## src/rtl/os_rom_arb.sv

```systemverilog
// Round-robin arbiter sharing one 1-cycle-latency 16-bit startup ROM between two
// requesters. Each access completes with a one-cycle ack and the captured word.
module os_rom_arb #(
  parameter logic [15:0] OOR_DATA = 16'hFFFF
) (
  input  logic        clk,
  input  logic        rst_n,
  input  logic        req0,
  input  logic [11:0] addr0,
  output logic        ack0,
  output logic [15:0] rdata0,
  input  logic        req1,
  input  logic [11:0] addr1,
  output logic        ack1,
  output logic [15:0] rdata1,
  output logic [9:0]  rom_addr,
  input  logic [15:0] rom_data,
  output logic        busy
);

  typedef enum logic [1:0] {IDLE, ADDR, DATA} state_t;

  state_t      state_reg, state_next;
  logic        gnt_reg, gnt_next;
  logic        last_grant_reg, last_grant_next;
  logic        oor_reg, oor_next;
  logic [9:0]  rom_addr_reg, rom_addr_next;

  logic [1:0]  req_vec;
  logic [1:0]  ack_vec;
  logic [1:0]  eff;
  logic [11:0] addr_vec [2];
  logic [15:0] rdata_vec [2];
  logic        sel;
  logic        unused_addr_lsb;

  assign req_vec     = {req1, req0};
  assign addr_vec[0] = addr0;
  assign addr_vec[1] = addr1;
  assign unused_addr_lsb = addr0[0] ^ addr1[0];

  // A port in its own ack cycle is still dropping req; never re-grant it there.
  assign eff = req_vec & ~ack_vec;

  always_comb begin
    state_next      = state_reg;
    gnt_next        = gnt_reg;
    last_grant_next = last_grant_reg;
    oor_next        = oor_reg;
    rom_addr_next   = rom_addr_reg;
    sel             = (eff == 2'b11) ? ~last_grant_reg : eff[1];
    case (state_reg)
      IDLE: begin
        if (|eff) begin
          gnt_next        = sel;
          last_grant_next = sel;
          if (addr_vec[sel][11]) begin
            oor_next   = 1'b1;
            state_next = DATA;
          end else begin
            rom_addr_next = addr_vec[sel][10:1];
            state_next    = ADDR;
          end
        end
      end
      ADDR: state_next = DATA;
      DATA: begin
        oor_next   = 1'b0;
        state_next = IDLE;
      end
      default: state_next = IDLE;
    endcase
  end

  always_ff @(posedge clk or negedge rst_n) begin
    if (!rst_n) begin
      state_reg      <= IDLE;
      gnt_reg        <= 1'b0;
      last_grant_reg <= 1'b1;
      oor_reg        <= 1'b0;
      rom_addr_reg   <= 10'd0;
    end else begin
      state_reg      <= state_next;
      gnt_reg        <= gnt_next;
      last_grant_reg <= last_grant_next;
      oor_reg        <= oor_next;
      rom_addr_reg   <= rom_addr_next;
    end
  end

  // Per-port completion: only the granted port's ack/rdata change in DATA.
  for (genvar gi = 0; gi < 2; gi++) begin : g_port
    logic        ack_reg;
    logic [15:0] rdata_reg;
    logic        hit;

    assign hit = (state_reg == DATA) && (gnt_reg == 1'(gi));

    always_ff @(posedge clk or negedge rst_n) begin
      if (!rst_n) begin
        ack_reg   <= 1'b0;
        rdata_reg <= 16'd0;
      end else begin
        ack_reg <= hit;
        if (hit) begin
          rdata_reg <= oor_reg ? OOR_DATA : rom_data;
        end
      end
    end

    assign ack_vec[gi]   = ack_reg;
    assign rdata_vec[gi] = rdata_reg;
  end

  assign ack0     = ack_vec[0];
  assign ack1     = ack_vec[1];
  assign rdata0   = rdata_vec[0];
  assign rdata1   = rdata_vec[1];
  assign rom_addr = rom_addr_reg;
  assign busy     = (state_reg != IDLE);

endmodule

```

## config.mk

```make
export PLATFORM = sky130hd
export DESIGN_NAME = os_rom_arb
export DESIGN_NICKNAME = d
export VERILOG_FILES = /design/src/rtl/os_rom_arb.sv
export SDC_FILE = /design/constraint.sdc
export NUM_CORES = 1
export LEC_CHECK = 0
export BUFFER_PORTS_ARGS = -buffer_cell sky130_fd_sc_hd__buf_2
export CAP_MARGIN = 20
export CORE_MARGIN = 2
export CORE_UTILIZATION = 50
export CTS_CLUSTER_DIAMETER = 50
export CTS_CLUSTER_SIZE = 12
export DETAILED_ROUTE_END_ITERATION = 10
export PLACE_DENSITY = 0.84
export RECOVER_POWER = 50
export SLEW_MARGIN = 20
export SYNTH_ARGS = -nofsm -noshare
export SYNTH_HDL_FRONTEND = slang
export SYNTH_SLANG_ARGS = --single-unit
```

## constraint.sdc

```tcl
create_clock -name clk -period 5.44 [get_ports clk]
set_clock_uncertainty 0.15 [all_clocks]
set_input_delay 0.816 -clock clk [delete_from_list [all_inputs] [get_ports clk]]
set_output_delay 0.816 -clock clk [all_outputs]
set_load 0.01 [all_outputs]
```

==> impl_metrics.env <==
export IMPL_p_leak_nw=1.24
export IMPL_violations="capacitance limit, slew limit"
export IMPL_worstSetupEndpointType="async pin"
export IMPL_start_util=0.516
export IMPL_drv_cap=2
export IMPL_peakVddDrop_uv=295
export IMPL_cts_hold_buf=0
export IMPL_via_count=1603
export IMPL_syn_nets=231
export IMPL_wl_met1_mm=1.77
export IMPL_syn_area_per_cell_um2=10.9
export IMPL_critPathLaunch="rst_n"
export IMPL_areaGrowthSynthToFinish_pct=24.6
export IMPL_hold_path_depth=1
export IMPL_reg2regPathDepth=3
export IMPL_design_area_um2=2530
export IMPL_cts_buffers=5
export IMPL_die_area_um2=4590
export IMPL_gr_total_overflow=0
export IMPL_finalSetupViolCount=0
export IMPL_h_tree_depth=2
export IMPL_drive_gt1_frac=0.363
export IMPL_worstPathArrival_ns=2.59
export IMPL_die_width_um=67.8
export IMPL_p_sw_frac=0.384
export IMPL_wl_met2_mm=2.21
export IMPL_hp_class="reg2reg"
export IMPL_internal_power_mw=0.907
export IMPL_synth_warnings=0
export IMPL_synth_area_um2=2030
export IMPL_wl_met3_um=223
export IMPL_rsz0062_at_grt="false"
export IMPL_slew_headroom=-0.672
export IMPL_seqCellArea_um2=1230
export IMPL_ys_types=22
export IMPL_cp_slowest_cell="clkbuf_1"
export IMPL_min_delay_start="state_reg[1]"
export IMPL_grt_max_degree=50
export IMPL_period_needed_ns=2.86
export IMPL_final_period_utilization=0.527
export IMPL_vias_per_cell=5.01
export IMPL_worstReg2RegEnd="rdata0[11]"
export IMPL_hold_path_end="state_reg[1]"
export IMPL_ant_nets=0
export IMPL_ys_seq_area_frac=0.604
export IMPL_cts_tree="yes"
export IMPL_cts_resized=0
export IMPL_portBuffers=86
export IMPL_gp_congestion=0.665
export IMPL_worst_setup_path_type="in2async"
export IMPL_routed_top_layer="met4"
export IMPL_multi_input_area_um2=731
export IMPL_outcome="finished, violations left"
export IMPL_grt_first_pass_wirelength_mm=6.78
export IMPL_grt_pass1_vias=1515
export IMPL_path_cells="clkbuf_1"
export IMPL_cp_top_family="buffers and inverters"
export IMPL_dpl_worst_slack_ns=2.85
export IMPL_core_area_um2=3940
export IMPL_grt_usage=0.202
export IMPL_power_total_mw=1.47
export IMPL_postSynthRegisterBits=49
export IMPL_die_y_um=67.8
export IMPL_fin_nets=313
export IMPL_antenna_found_initial=0
export IMPL_cts_sinks=49
export IMPL_cts_buffer_depth=2
export IMPL_combPwrFrac=0.418
export IMPL_cp_required_ns=5.17
export IMPL_placed_area_um2=2480
export IMPL_clk_pin_slew_ns=0.09
export IMPL_synth_cells=187
export IMPL_final_hold_violation_count=0
export IMPL_seqPwrFrac=0.442
export IMPL_fmax_mhz=349
export IMPL_worstPathMaxFanout=49
export IMPL_slew_viol_final=84
export IMPL_crit_path_start_kind="input pin"
export IMPL_fillers=347
export IMPL_p_clk_frac=0.140
export IMPL_fin_setup_tns_ns=0
export IMPL_cts_root_buf="clkbuf_8"
export IMPL_post_cts_buffers=0
export IMPL_setup_slack_ns=2.58
export IMPL_rrSetupSlack_ns=2.65
export IMPL_worstSkewPairLatency_ns=0.30
export IMPL_path_buf_inv=1
export IMPL_drt_iter0_drc=85
export IMPL_finalWirelength_mm=4.30
export IMPL_r2r_start="state_reg[0]"
export IMPL_ioPinCount=89
export IMPL_rows=23
export IMPL_worst_path_largest_cell_delay_ns=1.74
export IMPL_drc=0
export IMPL_dr_pass1_iters=4
export IMPL_p_switching_mw=0.566
export IMPL_routedWlPerCell_um=13.5
export IMPL_dp_hpwl_mm=3.06
export IMPL_worstMarginPinSlew_ns=2.51
export IMPL_p_per_area_nw_per_um2=582
export IMPL_final_core_util=0.642
export IMPL_diodes=0
[how the worst max path moves through the flow]
stage | to | cells after the start
4_1_cts | rom_addr[9] | 5
5_1_grt | rdata1[13] | 1
6_report | rom_addr[9] | 1
2_1_floorplan | rom_addr[1] | 5
3_3_place_gp | rom_addr[1] | 5
3_5_place_dp | rom_addr[9] | 5
[power by group through the flow]
stage / clock [mW] / combinational [mW] / sequential, mW
after floorplan: 0 / 0.358 / 0.699
after global placement: 0 / 0.620 / 0.646
after detailed placement: 0 / 0.646 / 0.653
after CTS: 0.215 / 0.644 / 0.650
after global routing: 0.228 / 0.691 / 0.674
final: 0.206 / 0.616 / 0.651
[worst reg2reg max path, delay by kind of cell (launching register included)]
kind / cells / cell delay (ns)
AOI/OAI and AO/OA: 1 / 0.23
DFF: 1 / 0.42
and+or+nand+nor: 2 / 1.78
[cell usage in the layout (no fill, tap or decap), types with 2 or more instances in the layout]
cell type,n
o21ai_0,18
nand3b_1,2
nor2_1,37
dfrtp_1,48
nor2b_1,2
a21oi_1,17
clkbuf_1,18
mux2_2,11
clkbuf_8,5
mux2_4,9
inv_1,4
clkinvlp_4,2
nand2_1,19
buf_2,69
[Yosys cell counts, drive strengths merged]
cell    count  area share
a211o       1      0.0043
a21oi      17       0.042
and2b       2      0.0080
and3b       1      0.0043
buf         4       0.013
clkbuf      7       0.013
dfrtp      48        0.59
dfstp       1       0.013
inv         4      0.0074
mux2       20        0.13
nand2      19       0.035
nand2b      1      0.0068
nand3b      2      0.0074
nor2       37       0.068
nor2b       2      0.0062
nor3b       1      0.0037
o21ai      19       0.047
o22ai       1      0.0031
[stage by stage]
stage          std cells  hold slack, ns
6_report             320           0.305
5_1_grt              320           0.334
4_1_cts              320           0.300
3_5_place_dp         312           0.288
3_3_place_gp         312           0.280
2_1_floorplan        187           0.267
[logic make-up (layout without fill, tap and decap cells)]
kind of cell           after synthesis  in the layout  share of synthesized area
AOI/OAI and AO/OA                   38             38                     0.0960
buffers and inverters               15             98                     0.0332
DFF                                 49             49                      0.604
muxes                               20             20                      0.127
and+or+nand+nor                     65             65                      0.140
[layer usage]
layer / global-route usage / vias up
met5: 0 / -
met4: 0.100 / 0
met3: 0.0517 / 11
met2: 0.341 / 46
met1: 0.240 / 764
li1: - / 782
[layout make-up]
type	count	share of cell area
Sequential cell	49	0.485
Multi-Input combinational cell	123	0.289
Timing Repair Buffer	86	0.162
Clock buffer	6	0.0287
Tap cell	50	0.0247
Clock inverter	2	0.00593
Inverter	4	0.00593
No activity file was read; power rests on OpenSTA's default activity.
